## config.mk

```make
export PLATFORM = sky130hd
export DESIGN_NAME = mem_ss_arb
export DESIGN_NICKNAME = d
export VERILOG_FILES = /design/src/rtl/mem_ss_arb.sv
export SDC_FILE = /design/constraint.sdc
export NUM_CORES = 1
export LEC_CHECK = 0
export ABC_AREA = 1
export BUFFER_PORTS_ARGS = -buffer_cell sky130_fd_sc_hd__buf_2
export CORE_MARGIN = 1
export CORE_UTILIZATION = 30
export CTS_CLUSTER_DIAMETER = 40
export DETAILED_ROUTE_END_ITERATION = 8
export SETUP_SLACK_MARGIN = 0.02
export SLEW_MARGIN = 30
export SYNTH_ARGS = -nofsm -noshare
export SYNTH_HDL_FRONTEND = slang
export SYNTH_SLANG_ARGS = --single-unit
```

## constraint.sdc

```tcl
create_clock -name HCLK -period 1.6 [get_ports HCLK]
set_input_delay 0.32 -clock HCLK [delete_from_list [all_inputs] [get_ports HCLK]]
set_output_delay 0.32 -clock HCLK [all_outputs]
set_load 0.005 [all_outputs]
```

## src/rtl/mem_ss_arb.sv

```systemverilog
// mem_ss_arb: two-requester round-robin arbiter in front of a single AHB-Lite
// master port. One transfer at a time walks IDLE -> ADDR -> DATA -> RESP.
// Optional build macro MEM_SS_ARB_TIMEOUT_EN adds a DATA-phase HREADY timeout
// that forces an error completion after TIMEOUT_CYC wait cycles.
module mem_ss_arb #(
  parameter int TIMEOUT_CYC = 16
) (
  input  logic        HCLK,
  input  logic        HRESETn,
  input  logic [1:0]  req,
  input  logic [1:0]  write,
  input  logic [61:0] addr,
  input  logic [63:0] wdata,
  output logic [1:0]  ack,
  output logic [31:0] rdata,
  output logic        err,
  output logic [30:0] HADDR,
  output logic        HWRITE,
  output logic [1:0]  HTRANS,
  output logic [2:0]  HSIZE,
  output logic [2:0]  HBURST,
  output logic [3:0]  HPROT,
  output logic [31:0] HWDATA,
  output logic        HSEL,
  input  logic        HREADY,
  input  logic [31:0] HRDATA,
  input  logic [1:0]  HRESP
);

  typedef enum logic [1:0] {IDLE, ADDR, DATA, RESP} state_t;

  state_t      state;
  logic        last_gnt;
  logic [31:0] lat_wdata;
  logic        winner;
  logic        sel_write;
  logic [30:0] sel_addr;
  logic [31:0] sel_wdata;
  logic        timeout;

  // Round-robin pick: on a tie the requester not served last wins.
  always_comb begin
    winner = 1'b0;
    if (req == 2'b11) begin
      winner = ~last_gnt;
    end else if (req[1]) begin
      winner = 1'b1;
    end
    sel_write = write[winner];
    sel_addr  = winner ? addr[61:31] : addr[30:0];
    sel_wdata = winner ? wdata[63:32] : wdata[31:0];
  end

`ifdef MEM_SS_ARB_TIMEOUT_EN
  localparam int CntW = $clog2(TIMEOUT_CYC + 1);

  logic [CntW-1:0] to_cnt;

  // The final wait cycle is the one where the counter is about to reach TIMEOUT_CYC.
  assign timeout = (to_cnt == CntW'(TIMEOUT_CYC - 1));

  // Count DATA cycles spent waiting for HREADY; cleared on the way into DATA.
  always_ff @(posedge HCLK or negedge HRESETn) begin
    if (!HRESETn) begin
      to_cnt <= '0;
    end else if (state == ADDR) begin
      to_cnt <= '0;
    end else if (state == DATA && !HREADY) begin
      to_cnt <= to_cnt + CntW'(1);
    end
  end
`else
  assign timeout = 1'b0;
`endif

  // Transfer sequencer; every output is produced here so all outputs are registered.
  always_ff @(posedge HCLK or negedge HRESETn) begin
    if (!HRESETn) begin
      state     <= IDLE;
      last_gnt  <= 1'b1;
      lat_wdata <= '0;
      ack       <= '0;
      rdata     <= '0;
      err       <= 1'b0;
      HADDR     <= '0;
      HWRITE    <= 1'b0;
      HTRANS    <= 2'b00;
      HSIZE     <= 3'b000;
      HBURST    <= 3'b000;
      HPROT     <= 4'b0000;
      HWDATA    <= '0;
      HSEL      <= 1'b0;
    end else begin
      HSIZE  <= 3'b010;
      HBURST <= 3'b000;
      HPROT  <= 4'b0011;
      case (state)
        IDLE: begin
          if (|req) begin
            state     <= ADDR;
            last_gnt  <= winner;
            lat_wdata <= sel_wdata;
            HADDR     <= sel_addr;
            HWRITE    <= sel_write;
            HTRANS    <= 2'b10;
            HSEL      <= 1'b1;
          end
        end
        ADDR: begin
          state  <= DATA;
          HTRANS <= 2'b00;
          HWDATA <= lat_wdata;
        end
        DATA: begin
          if (HREADY || timeout) begin
            state <= RESP;
            HSEL  <= 1'b0;
            ack   <= last_gnt ? 2'b10 : 2'b01;
            rdata <= (HREADY && !HWRITE) ? HRDATA : 32'h0;
            err   <= !HREADY || (HRESP != 2'b00);
          end
        end
        RESP: begin
          state <= IDLE;
          ack   <= 2'b00;
          rdata <= 32'h0;
          err   <= 1'b0;
        end
        default: begin
          state <= IDLE;
        end
      endcase
    end
  end

endmodule

```

==> results of run 1 <==
[per-layer routing]
| metal | share of wire (%) | vias up | GRT usage, % |
|---|---|---|---|
| li1 | - | 2952 | - |
| met1 | 45 | 2799 | 20.4 |
| met5 | 0 | - | 0 |
| met2 | 47 | 211 | 27.1 |
| met4 | 1.2 | 0 | 5.20 |
| met3 | 6.5 | 16 | 4.10 |
[state kept, by name, indices dropped and copies added, names as in the netlist]
register / flops
HTRANS: 1
state: 2
rdata: 32
ack: 2
HADDR: 31
HSIZE: 1
HSEL: 1
HWDATA: 32
err: 1
lat_wdata: 32
HWRITE: 1
last_gnt: 1
[power groups by stage]
stage	Clock, mW	Sequential, mW	Combinational [mW]
after floorplan	0	6.17	3.94
after global placement	0	6.15	6.60
after detailed placement	0	6.18	6.76
after CTS	4.22	6.15	6.77
after global routing	4.36	6.37	7.92
final	4.11	6.14	7.05
[Yosys cell counts, drive strengths merged]
cell type,number,share of area (%)
o21ai,37,2.8
nand2,245,14
clkbuf,6,0.34
nand3b,64,7.2
dfstp,1,0.39
buf,56,5.7
nor2,4,0.49
dfrtp,136,51
inv,75,4.2
mux2,32,5.4
conb,2,0.11
nand3,100,7.5
ha,7,1.3
nand4,1,0.093
nor3,1,0.075
[layout make-up]
class | instances | area (um^2) | area share [%]
inverter | 75 | 287 | 3.15
timing repair buffer | 300 | 1770 | 19.5
tap | 280 | 350 | 3.85
clock buffer | 20 | 457 | 5.02
multi-input combinational | 500 | 2640 | 29.0
sequential | 137 | 3430 | 37.7
clock inverter | 12 | 163 | 1.79
[logic make-up after synthesis]
kind of cell               Yosys count  share of synthesized area [%]
buffers and inverters              137                           10.2
AOI/OAI and AO/OA                   37                           2.76
other                                2                          0.112
muxes                               32                           5.38
and+or+nand+nor                    415                           29.0
DFF                                137                           51.2
adders and majority gates            7                           1.31
[stage by stage]
step                      std cells  instance area (um^2)  util, %  setup slack, ns
final                          1324                  9090     41.7           0.0928
after global routing           1324                  9090     41.7           0.0282
after CTS                      1319                  8970     41.1          0.00946
after detailed placement       1286                  8340     38.2           0.0237
after global placement         1286                  8340     38.2           0.0825
after floorplan                 774                  6720        -            0.149
[worst paths after layout]
kind	startpoint	to	slack, ns	cells after the start
max	HWRITE$_DFFE_PN0P_	HWRITE	0.09	1
min	HRDATA[27]	rdata[27]$_DFFE_PN0P_	0.16	3
min in group asynchronous	HRESETn	rdata[18]$_DFFE_PN0P_	0.35	2
min reg2reg	lat_wdata[21]$_DFFE_PN0P_	lat_wdata[21]$_DFFE_PN0P_	0.47	2
max in group asynchronous	HRESETn	HWDATA[28]$_DFFE_PN0P_	0.68	3
max reg2reg	state[1]$_DFFE_PN0P_	HADDR[15]$_DFFE_PN0P_	0.10	8
[timing repair]
item                                    4_1_cts  5_1_grt
setup buffers                                 0        1
hold buffers                                  1        0
pin swaps                                     0        1
cloned                                        0        4
gates resized for setup                       0       10
endpoints found under the hold margin        24        0
endpoints found under the setup margin        2      100
==> summary.md, run 1 <==
| Metric | Value |
|---|---|
| Critical path's slowest cell | `dfrtp_1` |
| Initial antenna violation count | `1` |
| Sequential area share after synthesis | `roughly half` |
| CTS Sinks | `between 100 and 150` |
| Cell Pwr Density | `1900 nW/um^2` |
| Fmax | `663 MHz` |
| Crit share post-route | `94.2%` |
| Core Box Area | `between 20000 and 25000 um^2` |
| Post-Syn Instances | `767` |
| Drt initial violations | `approximately 230` |
| Commonest non-fill, non-tap cell in the layout | `buf_2` |
| Status | `complete, no violations` |
| Register share of total power | `a little over a third` |
| DIE HEIGHT | `roughly 150 um` |
| Final wirelength | `19500 um` |
| Combinational Power Share | `around two fifths` |
| Area Growth Syn to Fin | `35.8%` |
| Initial core utilization | `around 30%` |
| CP Buf/Inv Count | `1` |
| Final clock skew | `0.0128 ns` |
| FILL cells | `2205` |
| Max-cap viol count | `0` |
| GP Congestion | `approximately 0.78` |
| HP Class | `input port to register` |
| Drt pass-1 iters | `6` |
| Shortest period the worst path allows | `between 1.5 and 2 ns` |
| Overall power | `17.3 mW` |
| Post-synthesis average cell area | `~8.7 um^2` |
| Net Sw Frac | `between 30 and 40%` |
| Max clock buf depth | `2` |
| Number of global-route vias before repair | `approximately 5500` |
| Final net count | `~1200` |
| Die Width | `151 um` |
| Post-route setup TNS | `0 ns` |
| Skew-Pair Late Insertion Delay | `about 0.42 ns` |
| Warnings, synthesis | `0` |
| CP Launch Type | `register` |
| Clock slew at reported path FFs | `0.06 ns` |
| Final hold vios | `0` |
| Global route total overflow | `0` |
| Seq cells post-synth | `137` |
| Largest net degree at the start of global routing | `66` |
| Via count | `about 6000` |
| HPWL Detailed | `approximately 13000 um` |
| Clk pwr share | `a little under a quarter` |
| Delay-heaviest family, CP | `flip-flops` |
| CTS buffer count | `17` |
| Slowest stage delay, CP | `around 0.57 ns` |
| Max FO, Critical Path | `3` |
| N_diodes | `0` |
| Setup crit end kind | `output port` |
| Port Buf Inserts | `270` |
| Routed Antenna Nets | `0` |
| Final number of setup-violating endpoints | `0` |
| Layout cell share with drive strength beyond 1 | `~36%` |
| Wire per inst | `between 10 and 15 um` |
| CTS Root Cell | `clkbuf_16` |
| WS Path Type | `register to output port` |
| Psw | `6.27 mW` |
| CP required | `around 1.3 ns` |
| GRT Overall Usage | `16.2%` |
| Via-per-instance ratio | `approximately 4.5` |
| Netlist Area Pre-Place | `around 6700 um^2` |
| First-pass GRT wire length | `between 20000 and 30000 um` |
| DR DRC count | `0` |
| Synth cell types | `21` |
| FP Rows | `between 50 and 60` |
| Pleak | `around 5.0 nW` |
| H-Tree Depth | `4` |
| Peak VDD IR | `687 uV` |
| CTS tree | `done` |
| RSZ-0062 raised after global routing | `false` |
| Final Max Tran Viols | `0` |
| Worst hold slack | `roughly 0.16 ns` |
| Crit-path cells | `buf_2` |
| Die Area | `about 23000 um^2` |
| Power Internal | `11.0 mW` |
| Commonest cells after routing, fill and taps aside | `buf_2, nand2_1, dfrtp_1` |
| Ports | `between 200 and 300` |
| Crit path DAT | `1.19 ns` |
(Power assumes the default switching activity.)
==> inputs of run 2 (changes only) <==
clock period = 1.8 ns   (was 1.6 ns; I/O delays follow)
==> run 2 against run 1 <==
- die area is the same
- combinational power decreased by 17%
- critical endpoint is now HWRITE$_DFFE_PN0P_
- core utilization fell by 0.73 points
- largest power group unchanged
- sequential share of layout area increased by 0.66 points
- first-iteration DRC count rose by 9.2%
- clock-buffer cell count rose by 1
==> summary.md, run 2 (synthesis results as in run 1) <==
| Metric | Value |
|---|---|
| Initial core utilization | `30.7% (unchanged)` |
| Shortest period the worst path allows | `1.65 ns` |
| CTS buffer count | `17 (unchanged)` |
| Slowest stage delay, CP | `0.44 ns (was 0.57 ns)` |
| First-pass GRT wire length | `28900 um (was 28300 um)` |
| Final hold vios | `0 (unchanged)` |
| Commonest cells after routing, fill and taps aside | `buf_2, nand2_1, dfrtp_1 (unchanged)` |
| Critical path's slowest cell | `dfrtp_1 (unchanged)` |
| Commonest non-fill, non-tap cell in the layout | `buf_2 (unchanged)` |
| WHS Endpoint | `rdata[28]$_DFFE_PN0P_ (was rdata[27]$_DFFE_PN0P_)` |
| Drt pass-1 iters | `4 (was 6)` |
| Die Area | `22900 um^2 (unchanged)` |
| WS Path Type | `register to register (was register to output port)` |
| Final number of setup-violating endpoints | `0 (unchanged)` |
| Skew-Pair Late Insertion Delay | `0.42 ns (about the same)` |
| Fmax | `605 MHz` |
| Global route total overflow | `0 (unchanged)` |
| Ports | `279 (unchanged)` |
| FP Rows | `54 (unchanged)` |
| Placed Instance Area | `8320 um^2 (was 8340 um^2)` |
| CTS Sinks | `137 (unchanged)` |
| Layout cell share with drive strength beyond 1 | `35.0% (was 36.2%)` |
| CTS tree | `done (unchanged)` |
| Power Internal | `9.52 mW (was 11.0 mW)` |
| Reg-to-Reg Start | `state[1]$_DFFE_PN0P_ (unchanged)` |
| CP Launch Type | `register (unchanged)` |
| Setup crit end kind | `register (was output port)` |
| CTS Root Cell | `clkbuf_16 (unchanged)` |
| Final net count | `1198 (was 1205)` |
| Postcts setup bufs | `0 (unchanged)` |
| Worst hold stages | `3 (unchanged)` |
| Pleak | `4.89 nW (was 4.96 nW)` |
| Post-route setup TNS | `0 ns (unchanged)` |
| Flop-to-flop setup slack | `0.15 ns (was 0.10 ns)` |
| Final Max Tran Viols | `0 (unchanged)` |
| HPWL Detailed | `12900 um (was 13100 um)` |
| Net Sw Frac | `35.8% (was 36.3%)` |
| Top flop regs | `HWDATA (32), lat_wdata (32), rdata (32) (unchanged)` |
| Crit-path cells | `inv_1 > ha_1 > inv_2 > nor2_4 > buf_6 > nand3_1 > nand2_1 (was buf_2)` |
| Largest net degree at the start of global routing | `67 (was 66)` |
| Max clock buf depth | `2 (unchanged)` |
| R2R depth | `7 (was 8)` |
| Register share of total power | `36.6% (was 35.5%)` |
| Port Buf Inserts | `270 (unchanged)` |
| H-Tree Depth | `4 (unchanged)` |
| Core Box Area | `21800 um^2 (unchanged)` |
| HP Class | `input port to register (unchanged)` |
| Pre-CTS setup slack | `0.148 ns (was 0.0237 ns)` |
| GRT Overall Usage | `16.5% (was 16.2%)` |
| Final clock skew | `0.00788 ns (was 0.0128 ns)` |
| PnR worst setup slack | `0.146 ns (was 0.0928 ns)` |
| Status | `complete, no violations (unchanged)` |
| Wire per inst | `14.0 um (was 14.7 um)` |
| Reg-to-reg endpoint | `HWRITE$_DFFE_PN0P_ (was HADDR[15]$_DFFE_PN0P_)` |
| Psw | `5.31 mW (was 6.27 mW)` |
| Combinational Power Share | `39.5% (was 40.7%)` |
| Clk pwr share | `24.0% (was 23.8%)` |
| Max-cap viol count | `0 (unchanged)` |
| DR DRC count | `0 (unchanged)` |
| Peak VDD IR | `569 uV (was 687 uV)` |
| Number of global-route vias before repair | `5727 (was 5495)` |
| Hold Path Origin | `HRDATA[28] (was HRDATA[27])` |
| Post-route cell area | `8930 um^2 (was 9090 um^2)` |
| GP Congestion | `0.763 (was 0.775)` |
| Via count | `5970 (was 5978)` |
| Drt initial violations | `250 (was 229)` |
| CP required | `2.15 ns (was 1.28 ns)` |
| Crit path DAT | `2.00 ns (was 1.19 ns)` |
| Max FO, Critical Path | `25 (was 3)` |
| Crit share post-route | `91.9%` |
| Cell Pwr Density | `1660 nW/um^2 (was 1900 nW/um^2)` |
| Initial antenna violation count | `3 (was 1)` |
| Final wirelength | `18400 um (was 19500 um)` |
| Clock slew at reported path FFs | `0.06 ns (about the same)` |
| Die Width | `151 um (unchanged)` |
| Routed Antenna Nets | `0 (unchanged)` |
| Area Growth Syn to Fin | `33.4% (was 35.8%)` |
| RSZ-0062 raised after global routing | `true (was false)` |
| Via-per-instance ratio | `4.53 (was 4.52)` |
| DIE HEIGHT | `151 um (unchanged)` |
-- run 2: cell count changes in the layout (fill, tap and decap cells not counted), moves of 2 or more --
cell | before | now
inv_6 | 4 | 1
clkbuf_1 | 1 | 3
buf_4 | 14 | 11
clkbuf_16 | 20 | 17
inv_1 | 70 | 72
clkinv_2 | 1 | 3
ha_1 | 4 | 6
-- run 2: metrics by stage --
step                power (mW)  hold slack (ns)  utilization [%]  std cells
finish                    14.8            0.205             40.9       1318
floorplan                 8.98           0.0644                -        774
global route              16.1            0.194             40.9       1317
CTS                       15.1            0.182             40.9       1317
detailed placement        11.4            0.303             38.1       1284
global placement          11.3            0.310             38.1       1284
-- run 2: repair_timing --
item,CTS,global route
endpoints found under the hold margin,35,0
hold buffers,1,0
gates resized for setup,0,4
setup endpoints to repair,0,33
-- run 2: power groups by stage --
stage	Sequential [mW]	Combinational (mW)	Clock, mW
6_report	5.42	5.85	3.56
5_1_grt	5.62	6.66	3.80
4_1_cts	5.43	5.97	3.68
3_5_place_dp	5.45	5.96	0
3_3_place_gp	5.44	5.82	0
2_1_floorplan	5.49	3.50	0
-- run 2: how the worst max path moves through the flow --
stage | from | end | slack [ns]
4_1_cts | state[1]$_DFFE_PN0P_ | HWRITE$_DFFE_PN0P_ | 0.12
5_1_grt | state[1]$_DFFE_PN0P_ | HWRITE$_DFFE_PN0P_ | 0.02
3_5_place_dp | state[1]$_DFFE_PN0P_ | HWRITE$_DFFE_PN0P_ | 0.15
6_report | state[1]$_DFFE_PN0P_ | HWRITE$_DFFE_PN0P_ | 0.15
3_3_place_gp | state[1]$_DFFE_PN0P_ | HWRITE$_DFFE_PN0P_ | 0.16
2_1_floorplan | state[1]$_DFFE_PN0P_ | HWDATA[10]$_DFFE_PN0P_ | 0.35
-- run 2: cell type report --
cell class,count,area [um^2]
inverter,75,284
timing repair buffer,293,1650
multi-input combinational,500,2620
tap,280,350
sequential,137,3430
clock inverter,11,146
clock buffer,21,450
fill,2237,12900
antenna,1,2.50
-- run 2: per-layer routing --
metal  up-vias  GRT usage [%]  part of all wire, %
li1       2937              -                    -
met1      2800           19.4                   43
met2       207           28.0                   47
met3        24           5.36                  8.2
met4         2           5.80                  1.8
met5         -              0                0.060
-- run 2: worst max-delay path: cells and delay by family (launching register included) --
kind,cells,cell delay [ns]
fa+ha+maj,1,0.21
flops,1,0.44
simple gates,3,0.46
buf+inv,3,0.45
==> inputs of run 3 (changes only) <==
==> constraint.sdc (replaced) <==
create_clock -name HCLK -period 1.8 [get_ports HCLK]
set_input_delay 0.18 -clock HCLK [delete_from_list [all_inputs] [get_ports HCLK]]
set_output_delay 0.18 -clock HCLK [all_outputs]
set_load 0.005 [all_outputs]
==> run 3 against run 2 <==
- die area unchanged
- sequential share of layout area rose by 0.054 points
- critical path type unchanged
- highest routed layer unchanged
- global-route usage fell by 0.18 points
- largest cell class unchanged
- final area fell by 0.14%
- sequential power is essentially flat
- register-to-register slack improved by 0.03 ns
- clock power grew 5.6%
- critical endpoint unchanged
==> summary.md, run 3 (synthesis results as in run 1) <==
| Metric | Value |
|---|---|
| Post-route cell area | `8920 um^2 (was 8930 um^2)` |
| Hold Path Origin | `HRDATA[27] (was HRDATA[28])` |
| Initial core utilization | `30.7% (unchanged)` |
| Sequential Area | `3430 um^2 (unchanged)` |
| FILL cells | `2217 (was 2237)` |
| Placed Instance Area | `8270 um^2 (was 8320 um^2)` |
| Net Sw Frac | `35.2% (was 35.8%)` |
| Drt pass-1 iters | `4 (unchanged)` |
| Cell Pwr Density | `1670 nW/um^2 (was 1660 nW/um^2)` |
| Via-per-instance ratio | `4.45 (was 4.53)` |
| Postcts setup bufs | `0 (unchanged)` |
| DR DRC count | `0 (unchanged)` |
| Final net count | `1195 (was 1198)` |
| CTS Sinks | `137 (unchanged)` |
| Delay-heaviest family, CP | `simple AND/OR/NAND/NOR gates (unchanged)` |
| FP Rows | `54 (unchanged)` |
| CTS Root Cell | `clkbuf_16 (unchanged)` |
| GP Congestion | `0.765 (was 0.763)` |
| Combinational Power Share | `38.5% (was 39.5%)` |
| Global route total overflow | `0 (unchanged)` |
| Clk pwr share | `25.2% (was 24.0%)` |
| WS Path Type | `register to register (unchanged)` |
| Power Internal | `9.67 mW (was 9.52 mW)` |
| Number of global-route vias before repair | `5572 (was 5727)` |
| Area Growth Syn to Fin | `33.2% (was 33.4%)` |
| Port Buf Inserts | `270 (unchanged)` |
| CP Buf/Inv Count | `3 (unchanged)` |
| DIE HEIGHT | `151 um (unchanged)` |
| Peak VDD IR | `657 uV (was 569 uV)` |
| Critical Path Source | `state[0]$_DFFE_PN0P_ (was state[1]$_DFFE_PN0P_)` |
| Largest net degree at the start of global routing | `50 (was 67)` |
| Die Width | `151 um (unchanged)` |
| Post-route setup TNS | `0 ns (unchanged)` |
| H-Tree Depth | `4 (unchanged)` |
| Reg-to-Reg Start | `state[0]$_DFFE_PN0P_ (was state[1]$_DFFE_PN0P_)` |
| CP required | `2.14 ns (was 2.15 ns)` |
| HPWL Detailed | `12800 um (was 12900 um)` |
| Commonest cells after routing, fill and taps aside | `buf_2, nand2_1, dfrtp_1 (unchanged)` |
| Slowest stage delay, CP | `0.43 ns (was 0.44 ns)` |
| Psw | `5.26 mW (was 5.31 mW)` |
| Register share of total power | `36.4% (was 36.6%)` |
| Skew-Pair Late Insertion Delay | `0.41 ns (was 0.42 ns)` |
| Die Area | `22900 um^2 (unchanged)` |
| Ports | `279 (unchanged)` |
| Status | `complete, no violations (unchanged)` |
| RSZ-0062 raised after global routing | `false (was true)` |
| Max FO, Critical Path | `20 (was 25)` |
| Final clock skew | `0.00799 ns (was 0.00788 ns)` |
| Crit-path cells | `inv_1 > ha_1 > inv_2 > nor2_4 > buf_6 > nand3_1 > nand2_1 (unchanged)` |
| Top flop regs | `HWDATA (32), lat_wdata (32), rdata (32) (unchanged)` |
| Final hold vios | `0 (unchanged)` |
| Max-cap viol count | `0 (unchanged)` |
| Crit path DAT | `1.97 ns (was 2.00 ns)` |
| HP Class | `input port to register (unchanged)` |
| Commonest non-fill, non-tap cell in the layout | `buf_2 (unchanged)` |
| Area occupied by multi-input gates | `2620 um^2 (unchanged)` |
| Final number of setup-violating endpoints | `0 (unchanged)` |
| Core Box Area | `21800 um^2 (unchanged)` |
| Pre-CTS setup slack | `0.0941 ns (was 0.148 ns)` |
| Final wirelength | `18400 um (about the same)` |
| Fmax | `615 MHz (was 605 MHz)` |
| Drt initial violations | `261 (was 250)` |
| Crit share post-route | `90.4% (was 91.9%)` |
| Layout cell share with drive strength beyond 1 | `35.0% (about the same)` |
| Max clock buf depth | `2 (unchanged)` |
| Via count | `5850 (was 5970)` |
| Shortest period the worst path allows | `1.63 ns (was 1.65 ns)` |
| Initial antenna violation count | `2 (was 3)` |
| Final Max Tran Viols | `0 (unchanged)` |
| PnR worst setup slack | `0.174 ns (was 0.146 ns)` |
| Worst hold slack | `0.0280 ns (was 0.205 ns)` |
| Routed Antenna Nets | `0 (unchanged)` |
| Clock slew at reported path FFs | `0.06 ns (about the same)` |
| Critical path's slowest cell | `dfrtp_1 (unchanged)` |
| CP Launch Type | `register (unchanged)` |
| First-pass GRT wire length | `28500 um (was 28900 um)` |
| CTS tree | `done (unchanged)` |
| Pleak | `4.89 nW (about the same)` |
| GRT Overall Usage | `16.3% (was 16.5%)` |
| Wire per inst | `14.0 um (about the same)` |
| CTS buffer count | `17 (unchanged)` |
| Setup crit end kind | `register (unchanged)` |
run 3: cell count changes in the layout (fill, tap and decap cells not counted):
cell / delta
buf_12: -2
clkbuf_1: -2
clkbuf_8: +2
buf_6: -1
bufinv_16: +1
clkinv_4: -1
inv_2: +1
inv_4: -1
run 3: tightest hold or removal path: stages:
cell and delay [ns]:
buf_2 0.10, nand3_1 0.07, o21ai_1 0.06
run 3: layer usage:
layer / share of wire [%] / global-route usage (%) / up-vias
li1: - / - / 2925
met1: 44 / 19.7 / 2700
met2: 48 / 27.3 / 205
met3: 7.0 / 4.76 / 18
met4: 1.5 / 5.90 / 2
met5: 0.071 / 0 / -
run 3: path summary, 6_finish.rpt:
check,slack (ns),end,cells after the start
worst max-delay path,0.17,HWRITE$_DFFE_PN0P_,7
worst min register to register,0.47,lat_wdata[12]$_DFFE_PN0P_,2
max in group asynchronous,0.91,HWDATA[31]$_DFFE_PN0P_,3
worst max register to register,0.17,HWRITE$_DFFE_PN0P_,7
min in group asynchronous,0.27,rdata[24]$_DFFE_PN0P_,2
worst min-delay path,0.03,rdata[27]$_DFFE_PN0P_,3
run 3: power groups by stage:
stage	combinational [mW]	clock [mW]	sequential (mW)
CTS	5.88	3.88	5.45
detailed placement	5.87	0	5.46
finish	5.74	3.76	5.43
global placement	5.79	0	5.45
floorplan	3.50	0	5.49
global route	6.57	4.01	5.65
run 3: area by class of cell:
| class | count | share of cell area, % |
|---|---|---|
| diodes | 1 | 0.0280 |
| clock buffers | 21 | 5.27 |
| clock inverters | 11 | 1.88 |
| inverters | 75 | 3.16 |
| multi-input cells | 500 | 29.4 |
| flip-flops and latches | 137 | 38.4 |
| well taps | 280 | 3.93 |
| repair buffers | 290 | 17.9 |
run 3: what timing repair did:
| action | 4_1_cts | 5_1_grt |
|---|---|---|
| setup endpoints to repair | 0 | 1 |
| gates resized for setup | 0 | 1 |
| endpoints found under the hold margin | 43 | 0 |
| hold buffers | 1 | 0 |
run 3: through the flow:
step | std cells | power, mW | utilization (%)
floorplan | 774 | 8.98 | -
global placement | 1281 | 11.2 | 37.9
detailed placement | 1281 | 11.3 | 37.9
CTS | 1314 | 15.2 | 40.9
global route | 1314 | 16.2 | 40.9
finish | 1315 | 14.9 | 40.9
